`config.mk`:
```
export PLATFORM = sky130hd
export DESIGN_NAME = spidergon_packetizer
export DESIGN_NICKNAME = d
export VERILOG_FILES = /design/src/rtl/spidergon_packetizer.sv
export SDC_FILE = /design/constraint.sdc
export NUM_CORES = 1
export LEC_CHECK = 0
export CORE_UTILIZATION = 25
export DETAILED_ROUTE_END_ITERATION = 10
export GPL_ROUTABILITY_DRIVEN = 0
export SYNTH_ARGS = -nofsm -noshare
export SYNTH_HDL_FRONTEND = slang
export SYNTH_SLANG_ARGS = --single-unit
```
`constraint.sdc`:
```
create_clock -name clk -period 4.3 [get_ports clk]
set_input_delay 0.86 -clock clk [delete_from_list [all_inputs] [get_ports clk]]
set_output_delay 0.86 -clock clk [all_outputs]
set_load 0.005 [all_outputs]
```
`src/rtl/spidergon_packetizer.sv`:
```
// Spidergon network-interface transmitter.
// Turns a CPU packet request plus a stream of payload words into head, body
// and tail flits for the local node's injection port. Flow control is ON/OFF:
// a head waits for per-VC ready and not-full, body and tail wait on not-full only.
module spidergon_packetizer #(
    parameter  int NUM_OF_NODES            = 8,
    parameter  int FLIT_DATA_WIDTH         = 16,
    parameter  int NUM_OF_VIRTUAL_CHANNELS = 2,
    parameter  int NODE_IDENTIFIER         = 0,
    parameter  int MAX_BODY_FLITS          = 4,
    localparam int DEST_NODE_WIDTH         = $clog2(NUM_OF_NODES),
    localparam int FLIT_TOTAL_WIDTH        = FLIT_DATA_WIDTH + 2,
    localparam int VC_ID_WIDTH             = $clog2(NUM_OF_VIRTUAL_CHANNELS),
    localparam int LEN_WIDTH               = $clog2(MAX_BODY_FLITS + 1)
) (
    input  logic                               clk,
    input  logic                               reset,
    input  logic                               pkt_req_valid,
    output logic                               pkt_req_ready,
    input  logic [DEST_NODE_WIDTH-1:0]         pkt_dest,
    input  logic [VC_ID_WIDTH-1:0]             pkt_vc,
    input  logic [LEN_WIDTH-1:0]               pkt_num_body,
    input  logic                               payload_valid,
    input  logic [FLIT_DATA_WIDTH-1:0]         payload_data,
    output logic                               payload_ready,
    output logic [FLIT_TOTAL_WIDTH-1:0]        flit_data_output,
    output logic                               flit_data_output_is_valid,
    input  logic [NUM_OF_VIRTUAL_CHANNELS-1:0] adjacent_node_is_ready,
    input  logic [NUM_OF_VIRTUAL_CHANNELS-1:0] adjacent_node_vc_is_full,
    output logic                               packet_sent,
    output logic                               pkt_error
);

    // Head flit fields packed MSB-first below the two type bits.
    localparam int HEAD_FIELDS_WIDTH = VC_ID_WIDTH + 2 * DEST_NODE_WIDTH;

    localparam logic [1:0] TYPE_HEAD   = 2'b01;
    localparam logic [1:0] TYPE_BODY   = 2'b10;
    localparam logic [1:0] TYPE_TAIL   = 2'b00;
    localparam logic [1:0] TYPE_SINGLE = 2'b11;

    localparam logic [DEST_NODE_WIDTH-1:0] SOURCE_ID = DEST_NODE_WIDTH'(NODE_IDENTIFIER);
    localparam logic [LEN_WIDTH-1:0]       MAX_LEN   = LEN_WIDTH'(MAX_BODY_FLITS);
    localparam logic [LEN_WIDTH-1:0]       ONE_LEN   = LEN_WIDTH'(1);

    typedef enum logic [1:0] {
        IDLE    = 2'd0,
        HEAD    = 2'd1,
        PAYLOAD = 2'd2
    } state_t;

    state_t                       r_state;
    state_t                       w_nextState;
    logic [DEST_NODE_WIDTH-1:0]   r_dest;
    logic [VC_ID_WIDTH-1:0]       r_vc;
    logic [LEN_WIDTH-1:0]         r_remaining;
    logic [FLIT_TOTAL_WIDTH-1:0]  r_flit;
    logic                         r_flitValid;
    logic                         r_packetSent;
    logic                         r_pktError;

    logic                         w_emit;
    logic [FLIT_TOTAL_WIDTH-1:0]  w_flit;
    logic                         w_packetSent;
    logic                         w_pktError;
    logic                         w_latch;
    logic                         w_decrement;
    logic                         w_vcFull;
    logic                         w_vcReady;
    logic                         w_payloadReady;
    logic [FLIT_DATA_WIDTH-1:0]   w_headFields;

    assign w_vcFull       = adjacent_node_vc_is_full[r_vc];
    assign w_vcReady      = adjacent_node_is_ready[r_vc];
    assign w_payloadReady = (r_state == PAYLOAD) && !w_vcFull;

    // Handshake outputs are held low while reset is asserted so the CPU never
    // sees a stale ready during reset.
    assign pkt_req_ready = (r_state == IDLE) && !reset;
    assign payload_ready = w_payloadReady && !reset;

    assign flit_data_output          = r_flit;
    assign flit_data_output_is_valid = r_flitValid;
    assign packet_sent               = r_packetSent;
    assign pkt_error                 = r_pktError;

    // Head payload: vc, destination and our own id, remaining low bits zero.
    always_comb begin
        w_headFields = '0;
        w_headFields[FLIT_DATA_WIDTH-1 -: HEAD_FIELDS_WIDTH] = {r_vc, r_dest, SOURCE_ID};
    end

    // Next-state and flit selection; one flit at most is decided per cycle.
    always_comb begin
        w_nextState  = r_state;
        w_emit       = 1'b0;
        w_flit       = '0;
        w_packetSent = 1'b0;
        w_pktError   = 1'b0;
        w_latch      = 1'b0;
        w_decrement  = 1'b0;
        unique case (r_state)
            IDLE: begin
                if (pkt_req_valid) begin
                    if ((pkt_dest == SOURCE_ID) || (pkt_num_body > MAX_LEN)) begin
                        w_pktError = 1'b1;
                    end else begin
                        w_latch     = 1'b1;
                        w_nextState = HEAD;
                    end
                end
            end
            HEAD: begin
                if (w_vcReady && !w_vcFull) begin
                    w_emit = 1'b1;
                    if (r_remaining == '0) begin
                        w_flit       = {TYPE_SINGLE, w_headFields};
                        w_packetSent = 1'b1;
                        w_nextState  = IDLE;
                    end else begin
                        w_flit      = {TYPE_HEAD, w_headFields};
                        w_nextState = PAYLOAD;
                    end
                end
            end
            PAYLOAD: begin
                if (payload_valid && w_payloadReady) begin
                    w_emit = 1'b1;
                    if (r_remaining > ONE_LEN) begin
                        w_flit      = {TYPE_BODY, payload_data};
                        w_decrement = 1'b1;
                    end else begin
                        w_flit       = {TYPE_TAIL, payload_data};
                        w_packetSent = 1'b1;
                        w_nextState  = IDLE;
                    end
                end
            end
            default: begin
                w_nextState = IDLE;
            end
        endcase
    end

    // State register.
    always_ff @(posedge clk) begin
        if (reset) begin
            r_state <= IDLE;
        end else begin
            r_state <= w_nextState;
        end
    end

    // Packet context and registered flit output stage.
    always_ff @(posedge clk) begin
        if (reset) begin
            r_dest       <= '0;
            r_vc         <= '0;
            r_remaining  <= '0;
            r_flit       <= '0;
            r_flitValid  <= 1'b0;
            r_packetSent <= 1'b0;
            r_pktError   <= 1'b0;
        end else begin
            r_flit       <= w_flit;
            r_flitValid  <= w_emit;
            r_packetSent <= w_packetSent;
            r_pktError   <= w_pktError;
            if (w_latch) begin
                r_dest      <= pkt_dest;
                r_vc        <= pkt_vc;
                r_remaining <= pkt_num_body;
            end else if (w_decrement) begin
                r_remaining <= r_remaining - ONE_LEN;
            end
        end
    end

endmodule

```
==> results.txt <==
For the via count of the first global-routing pass, the log shows 1,040. Summed over all instances, the cell type with the most area after synthesis is sky130_fd_sc_hd__dfxtp_1. The worst setup path is captured at an output pin. The area share of the largest cell type after synthesis was 49.4%; the maximum fanout count along the critical path was 14. The die covers 0.00514 sq mm.

Yosys attributes the largest share of cell area to sky130_fd_sc_hd__dfxtp_1, sky130_fd_sc_hd__ha_1, sky130_fd_sc_hd__and2_1, sky130_fd_sc_hd__mux2i_1, sky130_fd_sc_hd__nor2_1. Summed over all layers, the global routing overflow is 0. The port buffer count is 53, and the area of the core is 0.00450 sq mm.

Summed over all nets, the half-perimeter wirelength after detailed placement is 2380 um. For the maximum number of buffers from clock root to sink, the log shows 2. Relative to the synthesized area, the layout overhead comes to 55.8%.

The data arrival time of the worst path was 2.27 ns; the upper clock frequency limit was 320 MHz. The number of antenna violations at the first check in global routing is 0, and the max-cap check violation count is 0. The first detailed-routing pass took 4 iterations. The flow ran to the end, and the final reports show no timing, DRC or antenna violations. In this run the static leakage power is 0.738 nW.

The maximum resistive drop on vdd came out at 0.124 mV. Headroom to the max-slew limit came out at 42.9%. The part of the cycle the worst path needs was 72.7%. The class of the tightest hold or removal check was register to register. The total power after layout was 0.000684 W; the summed negative setup slack over all endpoints was 0 ns. Entering global routing, the biggest net connects 18 pins.

TritonCTS built the clock tree. The routed design has 2960 um of wire. When the netlist entered floorplanning its net count stood at 155. CTS built an H-tree with a depth of 2.

Clock-pin slew was measured on the worst setup and hold paths at 0.06 ns. The first global-routing pass estimated 5000 um of wire. After clock tree synthesis, the flow added hold-fix buffers numbering 0.

Row generation in the floorplan step produced 24 rows. The core occupancy in the finished layout was 42.0%. The number of placed instances, taps included, is 220.

The required arrival time at the worst endpoint is 3.44 ns. Leaving out fill and tap cells, the most frequent cell in the layout is sky130_fd_sc_hd__clkdlybuf4s50_1. On the final layout, the worst clock skew is 0.00718 ns. Detailed routing inserted a total of 1,025 vias. The initial utilization of the core area, before any placement, comes to 27.0%. After the last flow step, the layout net total stands at 213.

The non-filler instance count after layout was 228; the share of layout cells above drive strength 1 was 9.09%. The tools report the number of cells upsized or downsized after cts as 0. The tools report the post-synthesis cell type count as 35.

The worst setup path is launched from a primary input. After detailed routing, the number of remaining DRC violations is 0. Chip width: 71.7 um. The final number of max-transition violations was 0. The post-synthesis cell area was 0.00121 sq mm; the number of flip-flops and latches in the synthesized netlist was 30. The number of I/O pins came out at 54.

For this run, the register share of the synthesized area comes to 49.4%. The top cell types in the final layout, fill and taps aside, are sky130_fd_sc_hd__clkdlybuf4s50_1, sky130_fd_sc_hd__dfxtp_1, sky130_fd_sc_hd__and2_1. The floorplan die height works out to 71.7 um. The count of synthesis-stage warnings from yosys is 0.

The buffers inserted during post-CTS setup optimization was 0. The tree built by TritonCTS fans out to 30 sinks. The clock latency at the later pin of the worst-skew pair is 0.28 ns, and the post-detailed-route wirelength per cell is 13.0 um. The run gives 12.7% as the overall routing resource usage. The remaining number of nets flagged by the antenna check after routing was 0.

For the pin with the worst max-slew slack, the measured transition is 0.853 ns. The run gives 5 as the number of buffers created by CTS. The first routing iteration left 96 violations. Setup slack on the worst reg-to-reg path comes out at 2.41 ns.

The worst path in the final design needs a cycle of 3.13 ns, including I/O delays and setup. Dividing total power by cell area gives a power density of 361 mW/mm^2. The instance count of the mapped netlist is 117, and the total count of hold-check failures in the final report is 0. The tools report the clock root buffer as sky130_fd_sc_hd__clkbuf_8. The worst setup path is of the primary input to output pin kind. Setup repair after global routing left no endpoint under its margin.

In the routed layout, each cell is associated on average with a via count of 4.50. Setup violations remaining at the end of the flow were counted as 0. The number of antenna diodes came out at 0. A synthesized cell averages 10.4 sq um.
-- path summary, 6_finish.rpt --
path,from,endpoint,cells past startpoint
setup / recovery,reset,pkt_req_ready,3
hold / removal,r_dest[2],flit_data_output[14],1
setup reg to reg,r_state[0],flit_data_output[15],6
hold reg to reg,r_dest[2],flit_data_output[14],1
-- layer usage --
| layer | track usage (%) | wire [um] |
|---|---|---|
| met4 | 6.54 | 62 |
| met2 | 21.7 | 1560 |
| met3 | 3.38 | 117 |
| met1 | 14.6 | 1220 |
| met5 | 0 | 0 |
-- area by class of cell --
class,count,area (sq um)
timing repair buffer,53,531
fill,445,2610
sequential,30,601
multi-input combinational,76,568
clock inverter,2,12.5
inverter,9,33.8
clock buffer,6,82.6
tap,52,65.1
-- logic make-up (layout without fill, tap and decap cells) --
family	count (synthesis)	after routing	share of synthesized area (%)
flip-flops	30	30	49.4
multiplexers	7	7	6.80
AO/OA/AOI/OAI	18	18	11.6
XOR/XNOR	2	2	1.44
adder cells (fa/ha/maj)	7	7	7.21
buffers and inverters	11	70	3.81
AND/OR/NAND/NOR	42	42	19.7
-- critical path: stages --
cell,delay [ns]
sky130_fd_sc_hd__clkdlybuf4s50_1,0.63
sky130_fd_sc_hd__nor2b_1,0.25
sky130_fd_sc_hd__clkdlybuf4s50_1,0.53
-- through the flow --
| stage | worst slack (ns) | area (sq um) | hold slack [ns] |
|---|---|---|---|
| after global routing | 1.09 | 1890 | 0.503 |
| after floorplan | 2.15 | 1210 | 0.442 |
| after CTS | 1.16 | 1890 | 0.488 |
| after global placement | 1.20 | 1800 | 0.466 |
| final | 1.17 | 1890 | 0.481 |
| after detailed placement | 1.16 | 1800 | 0.474 |
-- power by group --
part	switching (W)	leakage [nW]	internal, W
clock	0.000105	0.0472	0.000128
combinational	0.0000654	0.448	0.0000790
sequential	0.0000131	0.243	0.000293
-- cell usage after synthesis --
cell	instances
sky130_fd_sc_hd__and2_1	12
sky130_fd_sc_hd__nand2_1	3
sky130_fd_sc_hd__o2111ai_1	2
sky130_fd_sc_hd__mux2i_1	6
sky130_fd_sc_hd__a222oi_1	1
sky130_fd_sc_hd__o21ba_2	1
sky130_fd_sc_hd__or3_2	1
sky130_fd_sc_hd__xnor2_1	2
sky130_fd_sc_hd__nor3_1	1
sky130_fd_sc_hd__nor2b_1	1
sky130_fd_sc_hd__nand2b_1	2
sky130_fd_sc_hd__nand3b_1	1
sky130_fd_sc_hd__or3_1	1
sky130_fd_sc_hd__inv_1	9
sky130_fd_sc_hd__o211a_1	1
sky130_fd_sc_hd__mux2i_4	1
sky130_fd_sc_hd__ha_1	7
sky130_fd_sc_hd__nor2_1	11
sky130_fd_sc_hd__o221ai_1	1
sky130_fd_sc_hd__dlygate4sd1_1	1
sky130_fd_sc_hd__clkbuf_1	1
sky130_fd_sc_hd__a21oi_1	4
sky130_fd_sc_hd__o21ai_0	1
sky130_fd_sc_hd__a211oi_1	2
sky130_fd_sc_hd__nand3_1	1
sky130_fd_sc_hd__a22o_1	3
sky130_fd_sc_hd__a32oi_1	1
sky130_fd_sc_hd__or2_2	2
sky130_fd_sc_hd__a22o_2	1
sky130_fd_sc_hd__or2b_1	2
sky130_fd_sc_hd__and2_2	1
sky130_fd_sc_hd__and2b_1	1
sky130_fd_sc_hd__dfxtp_1	30
sky130_fd_sc_hd__nand4_2	1
sky130_fd_sc_hd__nand4_1	1
-- state kept, by name (all words and copies together), names as in the netlist --
name / flops
r_state: 2
packet_sent: 1
flit_data_output_is_valid: 1
r_remaining: 3
pkt_error: 1
r_vc: 1
flit_data_output: 18
r_dest: 3
Note: power is estimated with default switching activity, not from simulation.
